<file path="src/rtl/audio_memory_scheduler.sv">
// Record/playback session sequencer and single-port DDR command arbiter
// with a one-entry write holding buffer and trace-length bookkeeping.
module audio_memory_scheduler #(
   parameter int ADDR_WIDTH   = 27,
   parameter int DATA_WIDTH   = 64,
   parameter int PACKET_BYTES = DATA_WIDTH / 8
) (
   input  logic                  clk_i,
   input  logic                  rst_i,
   input  logic                  start_record_i,
   input  logic                  start_playback_i,
   input  logic                  stop_i,
   output logic                  recording_o,
   output logic                  playing_o,
   output logic                  trace_end_o,
   output logic                  memory_full_o,
   output logic                  overflow_o,
   input  logic                  wr_valid_i,
   input  logic [DATA_WIDTH-1:0] wr_data_i,
   input  logic                  rd_req_i,
   output logic                  rd_valid_o,
   output logic [DATA_WIDTH-1:0] rd_data_o,
   input  logic                  ddr_ready_i,
   output logic                  ddr_write_o,
   output logic                  ddr_read_o,
   output logic [ADDR_WIDTH-1:0] ddr_address_o,
   output logic [DATA_WIDTH-1:0] ddr_write_data_o,
   input  logic                  ddr_write_done_i,
   input  logic                  ddr_read_valid_i,
   input  logic [DATA_WIDTH-1:0] ddr_read_data_i
);

   typedef enum logic [2:0] {
      S_IDLE, S_RECORD, S_DRAIN, S_PLAY, S_STOP
   } sess_e;

   typedef enum logic [1:0] {
      M_IDLE, M_WRITE, M_READ
   } mem_e;

   // Pointers carry one extra bit so "top of memory" is representable.
   localparam int PW = ADDR_WIDTH + 1;
   localparam logic [PW-1:0] PB = PW'(PACKET_BYTES);

   sess_e sess_q, sess_d;
   mem_e  mem_q, mem_d;

   logic [PW-1:0]         wr_ptr_q, wr_ptr_d;
   logic [PW-1:0]         rd_ptr_q, rd_ptr_d;
   logic [PW-1:0]         trace_len_q, trace_len_d;
   logic [DATA_WIDTH-1:0] buf_q, buf_d;
   logic                  buf_full_q, buf_full_d;
   logic                  rd_pend_q, rd_pend_d;
   logic                  mem_full_q, mem_full_d;
   logic                  ovf_q, ovf_d;
   logic                  tend_q, tend_d;
   logic                  rd_valid_q, rd_valid_d;
   logic [DATA_WIDTH-1:0] rd_data_q, rd_data_d;
   logic                  ddr_wr_q, ddr_wr_d;
   logic                  ddr_rd_q, ddr_rd_d;
   logic [ADDR_WIDTH-1:0] ddr_addr_q, ddr_addr_d;
   logic [DATA_WIDTH-1:0] ddr_wdata_q, ddr_wdata_d;

   logic          issue_wr;
   logic          issue_rd;
   logic          drain_done;
   logic          play_done;
   logic          wr_ok;
   logic          capture;
   logic          drop;
   logic          idle_rec;
   logic          idle_play;
   logic [PW-1:0] wr_ptr_nx;

   assign wr_ptr_nx = wr_ptr_q + PB;
   assign idle_rec  = (sess_q == S_IDLE) && start_record_i;
   assign idle_play = (sess_q == S_IDLE) && !start_record_i
                      && start_playback_i;

   assign issue_wr = (mem_q == M_IDLE) && ddr_ready_i && buf_full_q
                     && !wr_ptr_q[ADDR_WIDTH];
   assign issue_rd = (mem_q == M_IDLE) && ddr_ready_i && !issue_wr
                     && rd_pend_q && (rd_ptr_q < trace_len_q)
                     && (sess_q == S_PLAY);

   // A full memory strands any buffered packet, so drain must not wait on it.
   assign drain_done = (sess_q == S_DRAIN) && (mem_q == M_IDLE)
                       && (!buf_full_q || mem_full_q);
   assign play_done  = (sess_q == S_PLAY) && (rd_ptr_q == trace_len_q)
                       && (mem_q == M_IDLE) && !rd_pend_q;

   assign wr_ok   = wr_valid_i && (sess_q == S_RECORD);
   assign capture = wr_ok && (!buf_full_q || issue_wr);
   assign drop    = wr_ok && buf_full_q && !issue_wr;

   always_ff @(posedge clk_i) begin
      if (rst_i) begin
         sess_q      <= S_IDLE;
         mem_q       <= M_IDLE;
         wr_ptr_q    <= '0;
         rd_ptr_q    <= '0;
         trace_len_q <= '0;
         buf_q       <= '0;
         buf_full_q  <= 1'b0;
         rd_pend_q   <= 1'b0;
         mem_full_q  <= 1'b0;
         ovf_q       <= 1'b0;
         tend_q      <= 1'b0;
         rd_valid_q  <= 1'b0;
         rd_data_q   <= '0;
         ddr_wr_q    <= 1'b0;
         ddr_rd_q    <= 1'b0;
         ddr_addr_q  <= '0;
         ddr_wdata_q <= '0;
      end else begin
         sess_q      <= sess_d;
         mem_q       <= mem_d;
         wr_ptr_q    <= wr_ptr_d;
         rd_ptr_q    <= rd_ptr_d;
         trace_len_q <= trace_len_d;
         buf_q       <= buf_d;
         buf_full_q  <= buf_full_d;
         rd_pend_q   <= rd_pend_d;
         mem_full_q  <= mem_full_d;
         ovf_q       <= ovf_d;
         tend_q      <= tend_d;
         rd_valid_q  <= rd_valid_d;
         rd_data_q   <= rd_data_d;
         ddr_wr_q    <= ddr_wr_d;
         ddr_rd_q    <= ddr_rd_d;
         ddr_addr_q  <= ddr_addr_d;
         ddr_wdata_q <= ddr_wdata_d;
      end
   end

   always_comb begin
      sess_d = sess_q;
      unique case (sess_q)
         S_IDLE: begin
            if (start_record_i)        sess_d = S_RECORD;
            else if (start_playback_i) sess_d = S_PLAY;
         end
         S_RECORD: if (stop_i || mem_full_q) sess_d = S_DRAIN;
         S_DRAIN:  if (drain_done) sess_d = S_IDLE;
         S_PLAY: begin
            if (play_done)   sess_d = S_IDLE;
            else if (stop_i) sess_d = S_STOP;
         end
         S_STOP:   if (mem_q == M_IDLE) sess_d = S_IDLE;
         default:  sess_d = S_IDLE;
      endcase
   end

   always_comb begin
      mem_d = mem_q;
      unique case (mem_q)
         M_IDLE: begin
            if (issue_wr)      mem_d = M_WRITE;
            else if (issue_rd) mem_d = M_READ;
         end
         M_WRITE: if (ddr_write_done_i) mem_d = M_IDLE;
         M_READ:  if (ddr_read_valid_i) mem_d = M_IDLE;
         default: mem_d = M_IDLE;
      endcase
   end

   always_comb begin
      wr_ptr_d    = wr_ptr_q;
      rd_ptr_d    = rd_ptr_q;
      trace_len_d = trace_len_q;
      buf_d       = buf_q;
      buf_full_d  = buf_full_q;
      rd_pend_d   = rd_pend_q;
      mem_full_d  = mem_full_q;
      ovf_d       = ovf_q;

      if (idle_rec) begin
         wr_ptr_d   = '0;
         mem_full_d = 1'b0;
         ovf_d      = 1'b0;
      end
      if (idle_play) rd_ptr_d = '0;

      if (issue_wr) begin
         wr_ptr_d = wr_ptr_nx;
         if (wr_ptr_nx[ADDR_WIDTH]) mem_full_d = 1'b1;
      end
      if (issue_rd) rd_ptr_d = rd_ptr_q + PB;
      if (drain_done) trace_len_d = wr_ptr_q;

      if (capture) begin
         buf_d      = wr_data_i;
         buf_full_d = 1'b1;
      end else if (issue_wr || drain_done) begin
         buf_full_d = 1'b0;
      end
      if (drop) ovf_d = 1'b1;

      if (sess_q != S_PLAY) begin
         rd_pend_d = 1'b0;
      end else if (issue_rd) begin
         rd_pend_d = 1'b0;
      end else if (rd_req_i && !rd_pend_q && (mem_q != M_READ)
                   && (rd_ptr_q != trace_len_q)) begin
         rd_pend_d = 1'b1;
      end
   end

   always_comb begin
      tend_d      = play_done;
      rd_valid_d  = (mem_q == M_READ) && ddr_read_valid_i
                    && (sess_q == S_PLAY);
      rd_data_d   = rd_valid_d ? ddr_read_data_i : rd_data_q;
      ddr_wr_d    = issue_wr;
      ddr_rd_d    = issue_rd;
      ddr_addr_d  = '0;
      ddr_wdata_d = '0;
      if (issue_wr) begin
         ddr_addr_d  = wr_ptr_q[ADDR_WIDTH-1:0];
         ddr_wdata_d = buf_q;
      end else if (issue_rd) begin
         ddr_addr_d  = rd_ptr_q[ADDR_WIDTH-1:0];
      end
   end

   always_comb begin
      recording_o      = (sess_q == S_RECORD) || (sess_q == S_DRAIN);
      playing_o        = (sess_q == S_PLAY);
      trace_end_o      = tend_q;
      memory_full_o    = mem_full_q;
      overflow_o       = ovf_q;
      rd_valid_o       = rd_valid_q;
      rd_data_o        = rd_data_q;
      ddr_write_o      = ddr_wr_q;
      ddr_read_o       = ddr_rd_q;
      ddr_address_o    = ddr_addr_q;
      ddr_write_data_o = ddr_wdata_q;
   end

endmodule

</file>
<file path="config.mk">
export PLATFORM = sky130hd
export DESIGN_NAME = audio_memory_scheduler
export DESIGN_NICKNAME = d
export VERILOG_FILES = /design/src/rtl/audio_memory_scheduler.sv
export SDC_FILE = /design/constraint.sdc
export NUM_CORES = 1
export LEC_CHECK = 0
export CAP_MARGIN = 20
export CORE_AREA = 4 4 166 168
export CTS_CLUSTER_DIAMETER = 60
export CTS_CLUSTER_SIZE = 25
export DETAILED_ROUTE_END_ITERATION = 10
export DIE_AREA = 0 0 170 172
export PLACE_DENSITY_LB_ADDON = 0.08
export RECOVER_POWER = 50
export SLEW_MARGIN = 0
export SYNTH_ARGS = -nofsm -noshare
export SYNTH_HDL_FRONTEND = slang
export SYNTH_SLANG_ARGS = --single-unit
export TNS_END_PERCENT = 10
</file>
<file path="constraint.sdc">
create_clock -name clk_i -period 3.25 [get_ports clk_i]
set_input_delay 0.65 -clock clk_i [delete_from_list [all_inputs] [get_ports clk_i]]
set_output_delay 0.65 -clock clk_i [all_outputs]
set_load 0.02 [all_outputs]
</file>
# Word-level counts from Yosys, hierarchy flattened
# Index checks and enable logic that the tools add are counted.
word_totals:
  romBits: 0
  latchBits: 0
  mem_bits_rw: 0
  out_inout_bits: 163
  n_memories: 0
  reg_bits: 316
  in_bits: 138
  wordCells: 109
classes:
  n_mul: 0
  n_reduce_logical: 44
  n_eq_ne: 18
  add_sub_neg: 2
  bitwise: 1
  shift: 0
  mux: 26
  n_lt_le_gt_ge: 1
  div: 0
op_table:
  columns: ["operator", "n"]
  rows:
  - ["28-bit 2-to-1 mux", 4]
  - ["28-bit by 4-bit adder with 28-bit output (second input constant)", 2]
  - ["27-bit 2-to-1 mux", 2]
  - ["28-bit equality test", 1]
  - ["28-bit < comparator", 1]
  - ["28-bit inequality test", 1]
  - ["1-bit logical AND", 24]
  - ["3-bit 2-to-1 mux", 7]
  - ["3-bit one-hot mux with 5 select lines", 1]
  - ["2-bit inequality test (second input constant)", 6]
  - ["2-bit 2-to-1 mux", 4]
  - ["2-bit nonzero test", 4]
  - ["1-bit 2-to-1 mux", 7]
  - ["3-bit by 2-bit equality test with 1-bit output (second input constant)", 2]
  - ["3-bit by 2-bit inequality test with 1-bit output (second input constant)", 2]
  - ["3-bit inequality test (second input constant)", 2]
  - ["2-bit one-hot mux with 3 select lines", 1]
  - ["1-bit zero test", 5]
  - ["1-bit logical OR", 5]
  - ["5-bit AND reduction", 1]
  - ["3-bit by 1-bit equality test with 1-bit output (second input constant)", 1]
  - ["3-bit equality test (second input constant)", 1]
  - ["3-bit zero test", 1]
  - ["3-bit AND reduction", 1]
  - ["6 further kinds", 6]

# Depth between registers and ports, before layout
# Gate-level depths: netlist of the first run.
logic_depth:
  ltp_word: 12
  depth_mapped: 10
  depth_no_buf: 8

# Worst setup path after synthesis of the first run
# No wires, ideal clock.
synth_path:
  path_kind: "register to register"
  startpoint: "register rd_ptr_q[11]"
  endpoint: "register rd_ptr_q[10]"
  t_arrival_ps: 2334
  setup_slack_ps: 795
  path_stages_with_launch: 9
  period_less_slack_ps: 2455
  path_cell_list: "dfxtp_1 ha_1 and4_1 and3b_1 a2111oi_4 o22ai_2 buf_4 nor4_1 mux2_2"
synth_between:
  elab_chain_len: 4
  word_cells_on_any_way: 5
  classes_between: "order compare: 1; mux: 1; reduce/logical: 3"
synth_rtl:
  columns: ["item", "line_no", "rtl"]
  rows:
  - ["from (decl)", "49", "logic [PW-1:0] rd_ptr_q, rd_ptr_d;"]
  - ["from (signal assigned)", "119", "rd_ptr_q <= rd_ptr_d;"]
  - ["28-bit < comparator (*)", "83", "&& rd_pend_q && (rd_ptr_q < trace_len_q)"]
  - ["1-bit logical AND (*)", "83", null]
  - ["1-bit logical AND (*)", "84", "&& (sess_q == S_PLAY);"]
  - ["28-bit 2-to-1 mux or 2-bit nonzero test (tied branches)", null, null]
# Mark *: on every way between the ends. The rest lies on a longest branch, timed or not.
# A chain may end at the register's enable or synchronous reset.

# Worst setup path in the final report of the first run
layout_path:
  startpoint: "register sess_q[0]"
  endpoint: "output port playing_o"
layout_between:
  elab_chain_len: 1
layout_rtl:
  columns: ["item", "line_no", "rtl"]
  rows:
  - ["from (decl)", "45", "sess_e sess_q, sess_d;"]
  - ["from (signal assigned)", "116", "sess_q <= sess_d;"]
  - ["3-bit by 2-bit equality test with 1-bit output", "228", "playing_o = (sess_q == S_PLAY);"]
  - ["to (decl)", "14", "output logic playing_o,"]
# Every way passes these cells.

==> qor.yml, run 1 <==
status:
  status: "finished clean"
timing:
  skew_ns: 0.0135
  slew_headroom: 0.0285
  hold_violations: 0
  min_period_ns: 2.83
  period_share: 0.871
  tightestPinTransition_ns: 1.46
  maxSlewViolCount: 0
  grt_setup_unrepaired: "false"
  setup_viol: 0
  fin_tns_setup_ns: 0
  setup_ws_ns: 0.420
  fmax_mhz: 353
global_routing:
  use_met2: 0.356
  gr-total-overflow: 0
  grt_first_pass_wirelength_um: 50900
  grt.total_usage: 0.213
  grtUsageMet1: 0.273
  grt-busiest-layer: "met2"
  first_global_vias: 9401
  antenna_found_initial: 0
  grt_util_met3: 0.0725
  grt_max_degree: 69
clock_network:
  clk_latency_ns: 0.55
  htree_levels: 1
  cts_tree: "done"
  post_cts_buffers: 0
  clk_pin_slew_ns: 0.08
  hold_buffers: 0
  cts_sinks: 304
  cts_resized: 0
  ctsRootBufferMaster: "clkbuf_16"
  cts_max_path_buffers: 3
  numCtsBuffers: 27
yosys:
  avgSynthCellArea_um2: 8.78
  async_flop_share: 0
  synth_edf_count: 0
  yosysTopAreaCellShare: 0.523
  yosys_warnings: 0
  synth_area_leader_cell: "dfxtp_1"
  synthTopCellsByCount: "dfxtp_1 (304), nand2_1 (297), a21oi_1 (173)"
  ys.flop_type: "dfxtp_1"
  synthTopCellsByArea: "dfxtp_1 (52%), nand2_1 (9.6%), a21oi_1 (7.4%)"
  syn_area_um2: 11600
  ys_seq_elements: 304
  synthCells: 1326
  yosysSeqAreaShare: 0.523
  synth_most_common_cell: "dfxtp_1"
  ys_types: 64
setup_path:
  worstSetupStartpointType: "flip-flop"
  path_max_fanout: 13
  crit_type: "reg2out"
  crit_required_ns: 2.60
  cp-end-kind: "primary output"
  critPathArrivalTime_ns: 2.18
power:
  clock_power_share: 0.424
  internal_power_uw: 6020
  p_sw_uw: 2050
  pwr-share-comb: 0.097
  seqPwrFrac: 0.480
  p_leak_uw: 0.00622
  swShare: 0.254
  ir_worst_vdd_mv: 0.408
  power_density_nw_per_um2: 508
cells_and_area:
  areaGrowthSynthToFinish_pct: 36.5
  diodes: 0
  fin_nets: 1760
  multi_input_area_um2: 5070
  nFillCells: 2232
  drive_gt1_frac: 0.0700
  seqCellArea_um2: 6090
detailed_routing:
  ant_nets: 0
  wl_um: 32700
  vias: 9905
  first_pass_iters: 5
  drt-initial-drc-count: 601
  routed_via_density: 5.08
  wl_per_cell_um: 16.8
  drc: 0
die:
  die_y_um: 172
  io_pins: 301
  die_x_um: 170
  rows: 59
  die_area_um2: 29200
  initial_core_util: 0.450
  core_area_um2: 25900
placement:
  pre_cts_ws_ns: 0.430
  routabilityCongestion: 0.807
  dp_hpwl_um: 23000
  port_buffers: 297
job:
  cap_violations: 0
min_path:
  hold_class: "reg2reg"
-- through the flow --
step	instances	utilization	hold slack, ns	instance area [um2]	power, uW
after global placement	1901	0.577	0.434	15000	4740
after global routing	1950	0.614	0.467	15900	8400
after floorplan	1328	-	0.430	11700	4410
after CTS	1950	0.614	0.452	15900	8170
after detailed placement	1901	0.577	0.438	15000	4750
final	1950	0.614	0.449	15900	8070
-- worst paths after layout --
kind / start / end / slack, ns / depth (start not counted)
hold / removal: buf_q[28]$_SDFFE_PP0P_ / buf_q[28]$_SDFFE_PP0P_ / 0.45 / 2
setup reg to reg: rd_ptr_q[8]$_SDFFE_PP0P_ / rd_ptr_q[10]$_SDFFE_PP0P_ / 0.46 / 8
hold reg to reg: buf_q[28]$_SDFFE_PP0P_ / buf_q[28]$_SDFFE_PP0P_ / 0.45 / 2
setup / recovery: sess_q[0]$_SDFFE_PP0P_ / playing_o / 0.42 / 3
-- layout by cell type (no fill, tap or decap), drive strengths merged, types with 20 or more instances in the layout --
| cell | synthesis | final |
|---|---|---|
| nor2 | 63 | 63 |
| and2 | 69 | 69 |
| clkbuf | 62 | 31 |
| buf | 25 | 26 |
| or2 | 20 | 20 |
| dlygate4sd3 | 0 | 122 |
| dfxtp | 304 | 304 |
| inv | 35 | 42 |
| mux2i | 32 | 32 |
| ha | 27 | 27 |
| clkdlybuf4s50 | 0 | 174 |
| nand2 | 297 | 297 |
| nand3 | 35 | 35 |
| a21oi | 174 | 174 |
| a22o | 22 | 22 |
-- logic make-up (layout without fill, tap and decap cells) --
logic type,count (synthesis),count (layout),synth area share
simple gates,578,578,0.238
mux,36,36,0.0314
compound gates,254,254,0.132
fa+ha+maj,27,27,0.0290
xor+xnor,4,4,0.00301
buf+inv,122,409,0.0440
other cells,1,3,0.000322
flops,304,304,0.523
-- flip-flops by register name, indices dropped and copies added, names as in the netlist, 2 cells and up --
signal and cells:
buf_q 64, ddr_address_o 24, ddr_write_data_o 64, mem_q 2, rd_data_o 64, rd_ptr_q 25
sess_q 3, trace_len_q 25, wr_ptr_q 25
-- layer usage --
metal / share of wire / vias to the layer above
met5: 0 / -
met4: 0.015 / 0
met3: 0.088 / 33
met2: 0.48 / 281
met1: 0.42 / 4591
li1: - / 5000
-- power groups by stage --
| stage | clock network [uW] | registers, uW | logic, uW |
|---|---|---|---|
| floorplan | 0 | 3930 | 476 |
| CTS | 3510 | 3870 | 793 |
| global placement | 0 | 3950 | 782 |
| finish | 3420 | 3870 | 780 |
| global route | 3660 | 3880 | 858 |
| detailed placement | 0 | 3960 | 789 |
-- area by class of cell --
class | instances | area share
clock inverters | 21 | 0.0172
inverters | 35 | 0.00826
clock buffers | 28 | 0.0434
multi-input cells | 902 | 0.319
well taps | 335 | 0.0264
repair buffers | 325 | 0.203
flip-flops and latches | 304 | 0.383
-- worst max-delay path, stage by stage (launching register included) --
cell and delay [ns]:
dfxtp_1 0.60, nand3b_4 0.24, inv_1 0.11, clkdlybuf4s50_1 0.67
(Power assumes the default switching activity.)
==> inputs of run 2 (changes only) <==
--- a/config.mk
+++ b/config.mk
@@ -7,7 +7,6 @@
 export LEC_CHECK = 0
 export CAP_MARGIN = 20
 export CORE_AREA = 4 4 166 168
-export CTS_CLUSTER_DIAMETER = 60
 export CTS_CLUSTER_SIZE = 25
 export DETAILED_ROUTE_END_ITERATION = 10
 export DIE_AREA = 0 0 170 172
==> qor.yml, run 2 (synthesized netlist as in run 1, its figures left out) <==
job:
  cap_violations: 0
global_routing:
  grt_first_pass_wirelength_um: 50600
  first_global_vias: 9387
  grt_max_degree: 69
  antenna_found_initial: 1
  grt.total_usage: 0.215
  gr-total-overflow: 0
power:
  power_uw: 8200
  power_density_nw_per_um2: 514
  ir_worst_vdd_mv: 0.360
  p_leak_uw: 0.00628
cells_and_area:
  nFillCells: 2223
  fin_util: 0.616
  final_cell_mix: "dfxtp_1 (304), nand2_1 (297), a21oi_1 (173), clkdlybuf4s50_1 (168), dlygate4sd3_1 (128)"
  final_common_cell: "dfxtp_1"
  fin_cells: 1953
  drive_gt1_frac: 0.0680
  fin_nets: 1767
  areaGrowthSynthToFinish_pct: 36.9
timing:
  setup_viol: 0
  fin_tns_setup_ns: 0
  hold_slack_ns: 0.446
  maxSlewViolCount: 0
  tightestPinTransition_ns: 1.47
  hold_violations: 0
  fmax_mhz: 356
  skew_ns: 0.0128
  min_period_ns: 2.81
  slew_headroom: 0.0189
  period_share: 0.864
  grt_setup_unrepaired: "false"
die:
  die_y_um: 172
  initial_core_util: 0.450
  rows: 59
  die_x_um: 170
  die_area_um2: 29200
  core_area_um2: 25900
  io_pins: 301
clock_network:
  clk_latency_ns: 0.50
  post_cts_buffers: 0
  cts_tree: "done"
  hold_buffers: 0
  htree_levels: 2
  clk_pin_slew_ns: 0.06
  cts_sinks: 304
  cts_max_path_buffers: 3
  cts_resized: 0
  numCtsBuffers: 34
  ctsRootBufferMaster: "clkbuf_16"
detailed_routing:
  vias: 9917
  routed_via_density: 5.08
  drt-initial-drc-count: 608
  wl_um: 32900
  first_pass_iters: 4
  ant_nets: 0
  drc: 0
  wl_per_cell_um: 16.9
setup_path:
  critPathArrivalTime_ns: 3.20
  crit_type: "reg2reg"
  path_max_fanout: 10
  crit_required_ns: 3.64
  cp-end-kind: "flip-flop"
  worstSetupStartpointType: "flip-flop"
placement:
  routabilityCongestion: 0.807
  dp_hpwl_um: 23000
  dpl.cell_count: 1901
  port_buffers: 297
min_path:
  hold_class: "reg2reg"
status:
  status: "finished clean"
[run 2: cell types whose count changed in the layout (fill, tap and decap cells not counted), moves of 4 or more]
cell and delta:
clkbuf_16 +7, clkbuf_1 +5, clkbuf_8 +4, dlygate4sd3_1 +6, clkinv_4 -6, clkdlybuf4s50_1 -6
[run 2: path summary, 6_finish.rpt]
check	end	slack [ns]	start	cells past startpoint
worst max-delay path	rd_ptr_q[10]$_SDFFE_PP0P_	0.44	rd_ptr_q[8]$_SDFFE_PP0P_	8
worst min-delay path	buf_q[13]$_SDFFE_PP0P_	0.45	buf_q[13]$_SDFFE_PP0P_	2
worst max register to register	rd_ptr_q[10]$_SDFFE_PP0P_	0.44	rd_ptr_q[8]$_SDFFE_PP0P_	8
worst min register to register	buf_q[13]$_SDFFE_PP0P_	0.45	buf_q[13]$_SDFFE_PP0P_	2
[run 2: area by class of cell]
class	count	area [um2]	share of cell area
timing repair buffer	325	3220	0.202
multi-input combinational	902	5070	0.318
clock buffer	44	938	0.0588
inverter	35	131	0.00824
clock inverter	7	73.8	0.00463
antenna	1	2.50	0.000157
tap	335	419	0.0263
sequential	304	6090	0.382
[run 2: metrics by stage]
step	area (um2)	setup slack, ns
after floorplan	11700	0.795
after global placement	15000	0.497
after detailed placement	15000	0.430
after CTS	16000	0.448
after global routing	16000	0.224
final	16000	0.441
[run 2: report_power, final]
part           internal, uW  switching, uW
combinational           350            428
clock                  2100           1450
sequential             3820           60.9
total                  6260           1930
[run 2: per-layer routing]
metal | share of wire | global-route usage | wire length, um
met1 | 0.42 | 0.268 | 13700
met4 | 0.022 | 0.0556 | 740
met5 | 0 | 0 | 0
met2 | 0.47 | 0.355 | 15500
met3 | 0.090 | 0.0791 | 2980
[run 2: worst max-delay path, cell delays in order (launching register included)]
cell	delay, ns
dfxtp_1	0.52
ha_1	0.30
and4_1	0.25
and3b_1	0.20
a2111oi_4	0.38
o22ai_2	0.13
buf_4	0.18
nor4_1	0.35
mux2_2	0.38
